### src/rtl/rvlab_jtag_pkg.sv
// Shared types and constants for the RV lab JTAG scan engine and its users.
package rvlab_jtag_pkg;

  typedef enum logic [2:0] {
    ST_RESET_SEQ,
    ST_IDLE,
    ST_SELECT,
    ST_CAPTURE,
    ST_SHIFT_ENTER,
    ST_SHIFT,
    ST_UPDATE,
    ST_RETURN
  } jtag_scan_state_e;

  localparam int JTAG_DMI_LEN = 41;
  localparam int JTAG_IR_LEN  = 5;

  localparam logic [JTAG_IR_LEN-1:0] JTAG_IR_IDCODE = 5'h01;
  localparam logic [JTAG_IR_LEN-1:0] JTAG_IR_DTMCS  = 5'h10;
  localparam logic [JTAG_IR_LEN-1:0] JTAG_IR_DMI    = 5'h11;

  // TCK periods spent in Test-Logic-Reset before the final TMS=0 period.
  localparam int JTAG_TLR_PERIODS = 5;

endpackage

### src/rtl/jtag_tck_gen.sv
// TCK divider: free-runs while enabled, restarting its phase one cycle after enable rises.
module jtag_tck_gen #(
  parameter int CLK_DIV = 4
) (
  input  logic clk,
  input  logic rst,
  input  logic en,
  output logic tck,
  output logic rise_stb,
  output logic fall_stb
);

  localparam int CW = (CLK_DIV > 2) ? $clog2(CLK_DIV) : 1;

  logic [CW-1:0] cnt;
  logic          en_d;
  logic          run;
  logic          wrap;

  // The delayed enable gives one alignment cycle before the first half-period.
  assign run      = en && en_d;
  assign wrap     = run && (cnt == CW'(CLK_DIV - 1));
  assign rise_stb = wrap && !tck;
  assign fall_stb = wrap && tck;

  // Half-period counter and TCK level.
  always_ff @(posedge clk or posedge rst) begin
    if (rst) begin
      cnt  <= '0;
      tck  <= 1'b0;
      en_d <= 1'b0;
    end else begin
      en_d <= en;
      if (!run) begin
        cnt <= '0;
        tck <= 1'b0;
      end else if (wrap) begin
        cnt <= '0;
        tck <= ~tck;
      end else begin
        cnt <= cnt + CW'(1'b1);
      end
    end
  end

endmodule

### src/rtl/jtag_scan_master.sv
// Word-level IR/DR scan requests in, IEEE 1149.1 TAP pin sequences out.
module jtag_scan_master
  import rvlab_jtag_pkg::*;
#(
  parameter int CLK_DIV = 4,
  parameter int DR_MAX  = JTAG_DMI_LEN,
  parameter int LEN_W   = 6
) (
  input  logic              clk_i,
  input  logic              rst_i,
  input  logic              req_valid_i,
  output logic              req_ready_o,
  input  logic              req_is_ir_i,
  input  logic [LEN_W-1:0]  req_len_i,
  input  logic [DR_MAX-1:0] req_data_i,
  output logic              rsp_valid_o,
  input  logic              rsp_ready_i,
  output logic [DR_MAX-1:0] rsp_data_o,
  output logic              jtag_tck_o,
  output logic              jtag_tms_o,
  output logic              jtag_tdi_o,
  output logic              jtag_trst_no,
  input  logic              jtag_tdo_i
);

  jtag_scan_state_e  state, next_state;
  logic              tck, rise_stb, fall_stb;
  logic              is_ir, sel_second, ret_end;
  logic [LEN_W-1:0]  len, cnt;
  logic [DR_MAX-1:0] data, cap;
  logic              tms, tdi, trst_n, rsp_valid;
  logic              accept, last_bit;

  function automatic logic [LEN_W-1:0] clamp_len(input logic [LEN_W-1:0] raw);
    if (raw == '0) return LEN_W'(1'b1);
    else if (raw > LEN_W'(DR_MAX)) return LEN_W'(DR_MAX);
    else return raw;
  endfunction

  jtag_tck_gen #(.CLK_DIV(CLK_DIV)) u_tck_gen (
    .clk      (clk_i),
    .rst      (rst_i),
    .en       (state != ST_IDLE),
    .tck      (tck),
    .rise_stb (rise_stb),
    .fall_stb (fall_stb)
  );

  assign req_ready_o  = (state == ST_IDLE) && !rsp_valid;
  assign accept       = req_valid_i && req_ready_o;
  assign last_bit     = (cnt == len - LEN_W'(1'b1));
  assign rsp_valid_o  = rsp_valid;
  assign rsp_data_o   = cap;
  assign jtag_tck_o   = tck;
  assign jtag_tms_o   = tms;
  assign jtag_tdi_o   = tdi;
  assign jtag_trst_no = trst_n;

  // State register.
  always_ff @(posedge clk_i or posedge rst_i) begin
    if (rst_i) state <= ST_RESET_SEQ;
    else       state <= next_state;
  end

  // Next state: every TAP period ends on a TCK falling edge.
  always_comb begin
    next_state = state;
    case (state)
      ST_RESET_SEQ:   if (fall_stb && cnt == LEN_W'(JTAG_TLR_PERIODS)) next_state = ST_IDLE;
                      else next_state = state;
      ST_IDLE:        if (accept) next_state = ST_SELECT;
                      else next_state = state;
      ST_SELECT:      if (fall_stb && (!is_ir || sel_second)) next_state = ST_CAPTURE;
                      else next_state = state;
      ST_CAPTURE:     if (fall_stb) next_state = ST_SHIFT_ENTER;
                      else next_state = state;
      ST_SHIFT_ENTER: if (fall_stb) next_state = ST_SHIFT;
                      else next_state = state;
      ST_SHIFT:       if (fall_stb && last_bit) next_state = ST_UPDATE;
                      else next_state = state;
      ST_UPDATE:      if (fall_stb) next_state = ST_RETURN;
                      else next_state = state;
      ST_RETURN:      if (ret_end) next_state = ST_IDLE;
                      else next_state = state;
      default:        next_state = ST_RESET_SEQ;
    endcase
  end

  // Pin drivers, request latch, capture register and response flag.
  // TMS/TDI are set on the falling edge that starts the period they belong to.
  always_ff @(posedge clk_i or posedge rst_i) begin
    if (rst_i) begin
      tms        <= 1'b1;
      tdi        <= 1'b0;
      trst_n     <= 1'b0;
      rsp_valid  <= 1'b0;
      cap        <= '0;
      data       <= '0;
      len        <= '0;
      cnt        <= '0;
      is_ir      <= 1'b0;
      sel_second <= 1'b0;
      ret_end    <= 1'b0;
    end else begin
      trst_n <= 1'b1;
      if (rsp_valid && rsp_ready_i) rsp_valid <= 1'b0;
      if (rise_stb && state == ST_SHIFT) cap[cnt] <= jtag_tdo_i;
      case (state)
        ST_RESET_SEQ: begin
          if (fall_stb) begin
            cnt <= cnt + LEN_W'(1'b1);
            if (cnt == LEN_W'(JTAG_TLR_PERIODS - 1)) tms <= 1'b0;
          end
        end
        ST_IDLE: begin
          if (accept) begin
            is_ir      <= req_is_ir_i;
            len        <= clamp_len(req_len_i);
            data       <= req_data_i;
            cap        <= '0;
            cnt        <= '0;
            sel_second <= 1'b0;
            tms        <= 1'b1;
          end
        end
        ST_SELECT: begin
          if (fall_stb) begin
            if (is_ir && !sel_second) sel_second <= 1'b1;
            else tms <= 1'b0;
          end
        end
        ST_SHIFT_ENTER: begin
          if (fall_stb) begin
            tdi <= data[0];
            tms <= (len == LEN_W'(1'b1));
          end
        end
        ST_SHIFT: begin
          if (fall_stb) begin
            if (last_bit) begin
              tdi <= 1'b0;
              tms <= 1'b1;
            end else begin
              cnt <= cnt + LEN_W'(1'b1);
              tdi <= data[cnt + LEN_W'(1'b1)];
              tms <= (cnt + LEN_W'(2'd2) == len);
            end
          end
        end
        ST_UPDATE: begin
          if (fall_stb) tms <= 1'b0;
        end
        ST_RETURN: begin
          if (fall_stb) begin
            ret_end <= 1'b1;
          end else if (ret_end) begin
            ret_end   <= 1'b0;
            rsp_valid <= 1'b1;
          end
        end
        default: ;
      endcase
    end
  end

endmodule

### config.mk
export PLATFORM = sky130hd
export DESIGN_NAME = jtag_scan_master
export DESIGN_NICKNAME = d
export VERILOG_FILES = /design/src/rtl/rvlab_jtag_pkg.sv /design/src/rtl/jtag_tck_gen.sv /design/src/rtl/jtag_scan_master.sv
export SDC_FILE = /design/constraint.sdc
export NUM_CORES = 1
export LEC_CHECK = 0
export ABC_AREA = 1
export CAP_MARGIN = 0
export CORE_MARGIN = 5
export CORE_UTILIZATION = 30
export DETAILED_ROUTE_END_ITERATION = 10
export DONT_BUFFER_PORTS = 1
export HOLD_SLACK_MARGIN = 0.03
export MAX_ROUTING_LAYER = met4
export SYNTH_ARGS = -nofsm -noshare
export SYNTH_HDL_FRONTEND = slang
export SYNTH_SLANG_ARGS = --single-unit
### constraint.sdc
create_clock -name clk_i -period 5.75 [get_ports clk_i]
set_input_delay 1.4375 -clock clk_i [delete_from_list [all_inputs] [get_ports clk_i]]
set_output_delay 1.4375 -clock clk_i [all_outputs]
set_load 0.01 [all_outputs]
Word level (Yosys, flattened, before mapping)
Cells that the tools add are included.

storage, ports and cells
  flip-flop bits (word level) = 108
  input bits = 53
  output and inout bits = 47
  logic and storage cells = 135

operators by class
  add/subtract/negate cells = 4
  magnitude comparators = 4
  equal/unequal tests = 30
  mux-type cells = 51
  bitwise operators = 1
  reduce and logical (&&, ||, !) cells = 30

operators by type and width
  kind                                                                                  count
  41-bit two-way mux                                                                    3
  41-bit bitwise mux                                                                    1
  6-bit two-way mux                                                                     6
  2-bit inequality test (second input constant)                                         16
  1-bit two-way mux                                                                     24
  3-bit two-way mux                                                                     8
  3-bit case mux with 8 select lines                                                    1
  6-bit case mux with 3 select lines                                                    1
  6-bit by 7-bit < comparator with 1-bit output (second input constant)                 2
  1-bit logical AND                                                                     13
  3-bit == test (second input constant)                                                 4
  6-bit by 3-bit == test with 1-bit output (second input constant)                      2
  6-bit == test                                                                         2
  9-bit AND reduction                                                                   1
  8-bit AND reduction                                                                   1
  6-bit by 1-bit adder with 6-bit output (second input constant)                        1
  6-bit by 2-bit adder with 6-bit output (second input constant)                        1
  1-bit binary-select mux with 6-bit select                                             1
  1-bit demux with 6-bit select                                                         1
  3-bit by 2-bit == test with 1-bit output (second input constant)                      2
  6-bit by 1-bit == test with 1-bit output (second input constant)                      1
  6-bit by 1-bit greater-or-equal comparator with 1-bit output (second input constant)  1
  6-bit greater-than comparator (second input constant)                                 1
  6-bit zero test                                                                       1
  19 further kinds                                                                      25

Logic depth before layout (Yosys ltp)
Gate-level depths: netlist of the first run.

  word-level depth = 8
  mapped depth = 14
  mapped depth without buffers = 14

Cells and area by module
From an unflattened synthesis of the first run, not the netlist that was laid out.

second synthesis, totals
  cells, all modules = 710
  area, all modules = 5637.9 um2

by module, submodules not included
  module            instances  cells each  area an instance (um2)
  jtag_scan_master  1          693         5462.7
  jtag_tck_gen      1          17          175.2

Worst setup path after synthesis of the first run
No wires, ideal clock.

  kind = reg-to-output
  start point = reg state[1]
  end point = out req_ready_o
  arrival time = 0.963 ns
  required time = 4.313 ns
  slack = 3.349 ns
  cell stages (with the launch flop) = 5
  cell sequence = dfrtp_1 > inv_1 > ha_1 > nand2_8 > nor2_4

between the ends
  word-level cells in the longest chain between the ends = 2

RTL lines
  item                                      RTL line                text
  start: declaration                        jtag_scan_master.sv:26  jtag_scan_state_e state, next_state;
  start signal: assignment                  jtag_scan_master.sv:62  else state <= next_state;
  3-bit by 1-bit == test with 1-bit output  jtag_scan_master.sv:49  assign req_ready_o = (state == ST_IDLE) && !rsp_valid;
  1-bit logical AND                         jtag_scan_master.sv:49
  end: declaration                          jtag_scan_master.sv:12  output logic req_ready_o,

Every way passes these cells.

Final worst setup path of the first run
  start point = reg state[1]
  end point = reg cnt[3]

between the ends
  word-level cells in the longest chain between the ends = 6
  elaborated cells between the ends (all ways) = 16
  those cells by class = eq/ne (7); mux (1); reduce/logical (8)

RTL lines
  item                                                  RTL line                 text
  3-bit by 1-bit inequality test with 1-bit output (*)  jtag_scan_master.sv:43   .en (state != ST_IDLE),
  net u_tck_gen.en                                      jtag_tck_gen.sv:7        input logic en,
  1-bit logical AND (*)                                 jtag_tck_gen.sv:21       assign run = en && en_d;
  1-bit logical AND (*)                                 jtag_tck_gen.sv:22       assign wrap = run && (cnt == CW'(CLK_DIV - 1));
  1-bit logical AND (*)                                 jtag_tck_gen.sv:24       assign fall_stb = wrap && tck;
  2-bit inequality test (no source line)                --
  5-bit AND reduction (no source line) (*)              --
  end signal: assignment                                jtag_scan_master.sv:111  cnt <= cnt + LEN_W'(1'b1);
  end signal: assignment                                jtag_scan_master.sv:144  cnt <= cnt + LEN_W'(1'b1);
  end: declaration                                      jtag_scan_master.sv:29   logic [LEN_W-1:0] len, cnt;

Mark *: on every way through the listed nets, which the timed path passes. The rest lies on a longest branch.
A chain may end at the register's enable or synchronous reset.

==> results of run 1 <==
[worst min path at each step]
stage / slack (ps) / to / depth (start not counted)
6_report: 430 / u_tck_gen.cnt[0] / 1
2_1_floorplan: 410 / u_tck_gen.cnt[0] / 1
5_1_grt: 470 / u_tck_gen.cnt[0] / 1
4_1_cts: 450 / u_tck_gen.cnt[0] / 1
3_3_place_gp: 430 / u_tck_gen.cnt[0] / 1
3_5_place_dp: 440 / u_tck_gen.cnt[0] / 1
[stage by stage]
step	setup WS [ps]	util (%)	cell area [um2]	std cells	hold slack (ps)
finish	2287	33.61	6330	1030	435.0
global route	1946	33.61	6330	1030	468.4
CTS	2270	33.61	6330	1030	445.9
detailed placement	1967	31.98	6022	1014	435.2
global placement	2020	31.98	6022	1014	427.9
floorplan	1469	-	5792	779	408.3
[area by class of cell]
class	instances	area, um2	share of cell area, %
clock buffers	9	225.2	3.558
repair buffers	2	15.01	0.2372
inverters	78	297.8	4.704
multi-input cells	566	2680	42.34
well taps	260	325.3	5.139
clock inverters	7	82.58	1.305
flip-flops and latches	108	2704	42.72
[worst reg2reg max path, delay by kind of cell (launching register included)]
family,cells,cell delay [ps]
AO/OA/AOI/OAI,2,630
adder cells (fa/ha/maj),1,310
buffers and inverters,2,1030
flip-flops,1,410
AND/OR/NAND/NOR,6,970
[per-layer routing]
metal,GRT usage [%],vias up,wire [um]
met5,-,-,0
met4,3.158,0,138
met3,4.224,9,1176
met2,21.50,122,6625
met1,19.11,2182,6984
li1,-,2436,-
[state kept, by name (all words and copies together) (netlist names), 2 cells and up]
name,cells
rsp_data_o,41
state,3
cnt,6
u_tck_gen.cnt,2
data,41
len,6
[power by group]
part / leakage, nW / internal (W) / switching, W
clock: 0.150 / 0.000346 / 0.000296
combinational: 1.57 / 0.0000178 / 0.0000493
sequential: 1.40 / 0.000772 / 0.0000130
total: 3.12 / 0.00114 / 0.000358
[cell usage after synthesis (5+ instances only)]
| master | n |
|---|---|
| a21oi_1 | 37 |
| a31oi_1 | 6 |
| buf_2 | 6 |
| clkbuf_1 | 17 |
| dfrtp_1 | 107 |
| ha_1 | 14 |
| inv_1 | 71 |
| nand2_1 | 292 |
| nand3_1 | 56 |
| nor2_1 | 56 |
| nor2_2 | 10 |
| nor3_1 | 9 |
| o21ai_0 | 33 |
| o21ai_1 | 14 |
| o21bai_1 | 5 |
[cells by family (layout without fill, tap and decap cells)]
family	Yosys count	in the layout	share of synthesized area, %
compound gates	108	108	10.59
buf+inv	105	96	7.043
other cells	1	1	0.06475
simple gates	439	439	31.99
xor+xnor	4	4	0.6050
fa+ha+maj	14	14	3.024
flops	108	108	46.68
==> results.json, run 1 <==
{
  "status": "finished clean",
  "r2r_start": "state[1]",
  "avgSynthCellArea_um2": 7.435,
  "syn_inst": 779,
  "clk_pin_slew_ps": 70,
  "gp_congestion": 0.8589,
  "grt_pass1_vias": 4667,
  "grt_remaining_overflow": 0,
  "ys.flop_type": "dfrtp_1",
  "power_w": 0.001493,
  "dr.first_iter.drc_count": 345,
  "diodes": 0,
  "r2r_end": "cnt[3]",
  "hold_class": "reg2reg",
  "cap_violations": 0,
  "path_depth": 11,
  "critPathArrivalTime_ps": 3710,
  "cts_resized": 0,
  "crit_path_end": "cnt[3]",
  "worstSkewPairLatency_ps": 350,
  "required_ps": 6000,
  "drc": 0,
  "crit_family": "simple AND/OR/NAND/NOR gates",
  "netlist.area_leader.share_pct": 46.23,
  "dp_hpwl_mm": 10.62,
  "io_buffers": 0,
  "powerDensity_nw_per_um2": 235.9,
  "cts_tree": "built",
  "grt_max_degree": 89,
  "cts_sinks": 108,
  "nFillCells": 2031,
  "setup_tns_ps": 0,
  "ios": 100,
  "fp.dieH_um": 148.9,
  "cts_buffer_depth": 2,
  "p_leak_nw": 3.117,
  "grt_pass1_wl_mm": 24.66,
  "rows": 50,
  "first_pass_iters": 4,
  "groute.usage.overall_pct": 14.27,
  "routed_via_density": 4.611,
  "end_kind": "flop",
  "synth-edff-count": 0,
  "final_net_count": 832,
  "slew_headroom_pct": 31.92,
  "die_area_um2": 22180,
  "cts-hold-fix-buffers": 0,
  "rsz0062_at_grt": "false",
  "finClkSkew_ps": 8.289,
  "syn2layout_area_growth_pct": 9.289,
  "cts_buffers": 9,
  "path_buf_inv": 2,
  "synth_seq_cells": 108,
  "coreArea_um2": 18830,
  "synthTopCellsByArea": "dfrtp_1, nand2_1, nand3_1",
  "startpoint": "state[1]",
  "final-setup-viol-count": 0,
  "final_cell_mix": "nand2_1, dfrtp_1, inv_1, nand3_1, nor2_1",
  "post_cts.repair.setup_buffers": 0,
  "synth_top_cell_by_area": "dfrtp_1",
  "ir_drop_uv": 131.9,
  "root_buffer": "clkbuf_16",
  "yosysUniqueCellTypes": 41,
  "yosysSeqAreaShare_pct": 46.68,
  "syn_nets": 846,
  "tightest_slew_ps": 1021,
  "cts_max_level": 3,
  "grt_antenna_before_repair": 0,
  "r2r_slack_ps": 2290,
  "fin_crit_ps": 3463,
  "worst-setup-path-type": "reg2reg",
  "slew_viol_final": 0,
  "ys_warn_count": 0,
  "die_w_um": 148.9,
  "initial_core_util_pct": 30.76,
  "hp-start": "u_tck_gen.cnt[0]",
  "drive_above_1_share_pct": 6.364,
  "fin_crit_sh_pct": 60.22,
  "wirelength_mm": 14.93,
  "netlist_area_um2": 5792,
  "ant_nets": 0,
  "path_cells": "inv_1 -> ha_1 -> nand2_8 -> nor2_4 -> nand2_4 -> inv_2 -> o22ai_1 -> a211oi_4 -> nand2_4 -> nand2_1 -> nand2_1",
  "final_common_cell": "nand2_1",
  "crit_path_start_kind": "flop",
  "critPathMaxFanout": 88,
  "fmax_mhz": 288.8,
  "cp_slowest_cell": "inv_2",
  "via_count": 4749,
  "post_drt_wl_per_cell_um": 14.49,
  "async_flop_share_pct": 100.0,
  "hold_viol_final": 0,
  "reg2reg_depth": 11,
  "critPathMaxStageDelay_ps": 850
}
Power figures use the tool's default switching activity.
==> inputs of run 2 (changes only) <==
==> constraint.sdc (replaced) <==
create_clock -name clk_i -period 3.6 [get_ports clk_i]
set_input_delay 0.9 -clock clk_i [delete_from_list [all_inputs] [get_ports clk_i]]
set_output_delay 0.9 -clock clk_i [all_outputs]
set_load 0.01 [all_outputs]
==> run 2 against run 1 <==
  * Hold slack better by 7.4 ps
  * Clock power is 65% higher
  * First-iteration DRC count is 14% lower
  * Clock skew is 0.57 ps higher
  * Critical path type unchanged
  * Critical endpoint is now jtag_tdi_o
  * Highest routed layer unchanged
==> results.json, run 2 (same netlist as run 1, synthesis figures left out) <==
{
  "hold_viol_final": 0,
  "fin_ws_ps": 1173,
  "finClkSkew_ps": 8.856,
  "critPathArrivalTime_ps": 2710,
  "fp.dieH_um": 148.9,
  "critPathMaxFanout": 28,
  "grt_remaining_overflow": 0,
  "root_buffer": "clkbuf_16",
  "cts_buffers": 9,
  "startpoint": "cnt[0]",
  "groute.usage.overall_pct": 14.06,
  "dp_hpwl_mm": 10.58,
  "power_w": 0.002425,
  "end_kind": "flop",
  "syn2layout_area_growth_pct": 10.05,
  "worst-setup-path-type": "reg2reg",
  "hold-path-cell-count": 1,
  "slew_headroom_pct": 50.49,
  "r2r_slack_ps": 1170,
  "cts_tree": "built",
  "gp_congestion": 0.8602,
  "grt_max_degree": 109,
  "wirelength_mm": 14.81,
  "rows": 50,
  "io_buffers": 0,
  "status": "finished clean",
  "rsz0062_at_grt": "false",
  "final_net_count": 835,
  "p_leak_nw": 3.137,
  "hp-start": "u_tck_gen.cnt[0]",
  "cts_resized": 0,
  "clk_pin_slew_ps": 80,
  "drive_above_1_share_pct": 6.727,
  "final_common_cell": "nand2_1",
  "routed_via_density": 4.600,
  "cts_buffer_depth": 2,
  "crit_path_start_kind": "flop",
  "setup_tns_ps": 0,
  "ios": 100,
  "final-setup-viol-count": 0,
  "worstHoldEndpoint": "u_tck_gen.cnt[0]",
  "hold_class": "reg2reg",
  "ant_nets": 0,
  "slew_viol_final": 0,
  "cts-hold-fix-buffers": 0,
  "post_cts.repair.setup_buffers": 0,
  "fin_util_pct": 33.85,
  "r2r_start": "cnt[0]",
  "coreArea_um2": 18830,
  "required_ps": 3890,
  "die_area_um2": 22180,
  "grt_antenna_before_repair": 0,
  "drc": 0,
  "powerDensity_nw_per_um2": 380.5,
  "cts_sinks": 108,
  "final_cell_mix": "nand2_1, dfrtp_1, inv_1, nand3_1, nor2_1",
  "diodes": 0,
  "die_w_um": 148.9,
  "grt_pass1_vias": 4743,
  "dp_slack_ps": 1208,
  "worstSkewPairLatency_ps": 360,
  "via_count": 4752,
  "tightest_slew_ps": 739.9,
  "initial_core_util_pct": 30.76,
  "cts_max_level": 3,
  "reg2reg_depth": 10,
  "fin_crit_ps": 2427,
  "ir_drop_uv": 209.7,
  "grt_pass1_wl_mm": 24.50,
  "r2r_end": "jtag_tdi_o",
  "dr.first_iter.drc_count": 295,
  "fmax_mhz": 412.0,
  "cap_violations": 0,
  "first_pass_iters": 4,
  "post_drt_wl_per_cell_um": 14.34,
  "fin_crit_sh_pct": 67.42
}
-- run 2: final cells by class --
| type | instances | area [um2] |
|---|---|---|
| flip-flops and latches | 108 | 2704 |
| inverters | 78 | 299.0 |
| fillers | 2041 | 12460 |
| clock inverters | 6 | 76.32 |
| repair buffers | 5 | 50.05 |
| multi-input cells | 566 | 2680 |
| clock buffers | 10 | 239.0 |
| well taps | 260 | 325.3 |
-- run 2: worst max-delay path by stage --
stage	endpoint	slack, ps	cells after the start
floorplan	cnt[0]	1400	1
global placement	cnt[3]	1300	11
detailed placement	jtag_tdi_o	1210	10
CTS	jtag_tdi_o	1190	10
global route	jtag_tdi_o	910	10
finish	jtag_tdi_o	1170	10
-- run 2: power breakdown --
group / total [W] / switching (W) / internal (W)
clock: 0.00106 / 0.000488 / 0.000573
combinational: 0.000111 / 0.0000804 / 0.0000308
sequential: 0.00125 / 0.0000206 / 0.00123
total: 0.00243 / 0.000589 / 0.00184
-- run 2: worst max-delay path: stages, from the launching register on --
cell and delay, ps:
dfrtp_1 390, inv_2 370, ha_1 500, clkinv_1 390, nand3_1 200, nand3_1 90, nand3_1 90, nand3_1 70
nand3_1 80, nand2_1 50, a21oi_1 110
-- run 2: through the flow --
stage / hold WS [ps] / cell area, um2 / std cells
floorplan: 408.3 / 5796 / 779
CTS: 449.9 / 6374 / 1033
detailed placement: 437.6 / 6058 / 1017
global placement: 430.1 / 6058 / 1017
global route: 460.6 / 6374 / 1033
finish: 442.4 / 6374 / 1033
-- run 2: metal layers --
layer	global-route usage [%]	wire length, um	up-vias
met1	18.54	7100	2191
met2	21.34	6514	106
li1	-	-	2445
met5	-	0	-
met3	4.224	1032	10
met4	3.432	163	0
==> inputs of run 3 (changes only) <==
==> constraint.sdc (replaced) <==
create_clock -name clk_i -period 2.4 [get_ports clk_i]
set_input_delay 0.6 -clock clk_i [delete_from_list [all_inputs] [get_ports clk_i]]
set_output_delay 0.6 -clock clk_i [all_outputs]
set_load 0.01 [all_outputs]
==> run 3 against run 2 <==
  * Critical path type unchanged
  * Largest cell class unchanged
  * Non-clock buffer count rose by 10
  * Routed wire length rose by 1.8%
  * Hold slack worse by 350 ps
  * Sequential power up 50%
  * Core utilization up 0.33 points
  * Critical endpoint is now cnt[3]
  * Cell count grew 0.97%
==> results.json, run 3 (same netlist as run 1, synthesis figures left out) <==
{
  "end_kind": "flop",
  "critPathMaxStageDelay_ps": 390,
  "busiest_layer": "met2",
  "powerDensity_nw_per_um2": 548.0,
  "worst-setup-path-type": "reg2reg",
  "syn2layout_area_growth_pct": 11.13,
  "coreArea_um2": 18830,
  "drive_above_1_share_pct": 7.918,
  "hold_viol_final": 0,
  "cts_sinks": 108,
  "nFillCells": 2007,
  "grt_max_degree": 53,
  "rsz0062_at_grt": "false",
  "r2r_slack_ps": 370,
  "fin_crit_ps": 2028,
  "final_cell_mix": "nand2_1, dfrtp_1, inv_1, nand3_1, nor2_1",
  "clk_pin_slew_ps": 80,
  "stdcell_area_um2": 6436,
  "groute.usage.overall_pct": 14.47,
  "reg2reg_depth": 12,
  "place_area_um2": 6146,
  "cts-hold-fix-buffers": 0,
  "cts_max_level": 3,
  "grt_remaining_overflow": 0,
  "dp_hpwl_mm": 10.97,
  "worstSkewPairLatency_ps": 360,
  "grt_pass1_vias": 4713,
  "critPathArrivalTime_ps": 2280,
  "r2r_start": "state[1]",
  "setup_tns_ps": 0,
  "status": "finished clean",
  "initial_core_util_pct": 30.76,
  "ir_drop_uv": 455.2,
  "met2_usage_pct": 21.43,
  "critPathMaxFanout": 8,
  "grt_pass1_wl_mm": 25.07,
  "cts_resized": 0,
  "final-setup-viol-count": 0,
  "first_pass_iters": 4,
  "root_buffer": "clkbuf_16",
  "routed_via_density": 4.583,
  "crit_path_frequent_cell": "nand2_4",
  "rows": 50,
  "drc": 0,
  "final_common_cell": "nand2_1",
  "post_drt_wl_per_cell_um": 14.45,
  "cts_buffer_depth": 2,
  "cap_violations": 0,
  "gp_congestion": 0.8486,
  "path_cells": "inv_1 -> ha_1 -> nand2_8 -> nand2_4 -> nor2_4 -> nand2_4 -> nand2_2 -> inv_2 -> a211oi_4 -> nand2_4 -> nand2_1 -> nand2_1",
  "final_net_count": 845,
  "io_buffers": 0,
  "crit_family": "simple AND/OR/NAND/NOR gates",
  "diodes": 0,
  "fmax_mhz": 493.2,
  "post_cts.repair.setup_buffers": 0,
  "ios": 100,
  "hold_class": "in2async",
  "met1_usage_pct": 19.88,
  "tightest_slew_ps": 572.6,
  "wirelength_mm": 15.07,
  "finClkSkew_ps": 13.11,
  "r2r_end": "cnt[3]",
  "ant_nets": 0,
  "cts_buffers": 9,
  "whs_ps": 96.27,
  "required_ps": 2650,
  "cp_slowest_cell": "dfrtp_1",
  "grt_antenna_before_repair": 0,
  "fin_crit_sh_pct": 84.49,
  "die_area_um2": 22180,
  "via_count": 4780,
  "cts_tree": "built",
  "use_met3_pct": 4.193,
  "slew_headroom_pct": 61.34,
  "crit_path_start_kind": "flop",
  "p_leak_nw": 3.174,
  "dr.first_iter.drc_count": 345,
  "slew_viol_final": 0,
  "fp.dieH_um": 148.9,
  "path_buf_inv": 2,
  "die_w_um": 148.9
}
==> run 3: changes by cell type in the layout (fill, tap and decap cells not counted) <==
cell,previous run,this run
buf_12,1,2
buf_4,4,13
bufinv_16,1,0
clkbuf_8,1,0
clkinvlp_4,1,2
inv_8,1,2
==> run 3: worst max-delay path by stage <==
stage,to,startpoint,slack [ps],cells past startpoint
floorplan,jtag_tdi_o,cnt[0],430,11
global placement,rsp_data_o[21],state[1],390,12
detailed placement,cnt[3],state[1],370,12
CTS,req_ready_o,state[1],360,4
global route,rsp_data_o[4],state[1],150,12
finish,cnt[3],state[1],370,12
==> run 3: metal layers <==
metal / vias to the layer above / wire, um / share of wire (%)
li1: 2473 / - / -
met1: 2165 / 7150 / 47
met2: 134 / 6619 / 44
met3: 8 / 1173 / 7.8
met4: 0 / 129 / 0.86
met5: - / 0 / 0
==> run 3: metrics by stage <==
stage          total power (W)  setup WS (ps)  std cells  utilization [%]
2_1_floorplan         0.002050          430.2        779                -
3_3_place_gp          0.002091          392.3       1027            32.64
3_5_place_dp          0.002095          367.8       1027            32.64
4_1_cts               0.003584          360.0       1043            34.18
5_1_grt               0.003689          148.7       1043            34.18
6_report              0.003527          372.3       1043            34.18
==> run 3: layout make-up <==
type / count / area, um2 / area share [%]
clock buffer: 9 / 225.2 / 3.499
clock inverter: 7 / 65.06 / 1.011
timing repair buffer: 15 / 137.6 / 2.138
tap: 260 / 325.3 / 5.054
multi-input combinational: 566 / 2680 / 41.64
inverter: 78 / 299.0 / 4.646
sequential: 108 / 2704 / 42.01
==> run 3: power breakdown <==
part	internal, W	switching (W)
Combinational	0.0000506	0.000122
Sequential	0.00185	0.0000309
Clock	0.000733	0.000742
Total	0.00263	0.000895
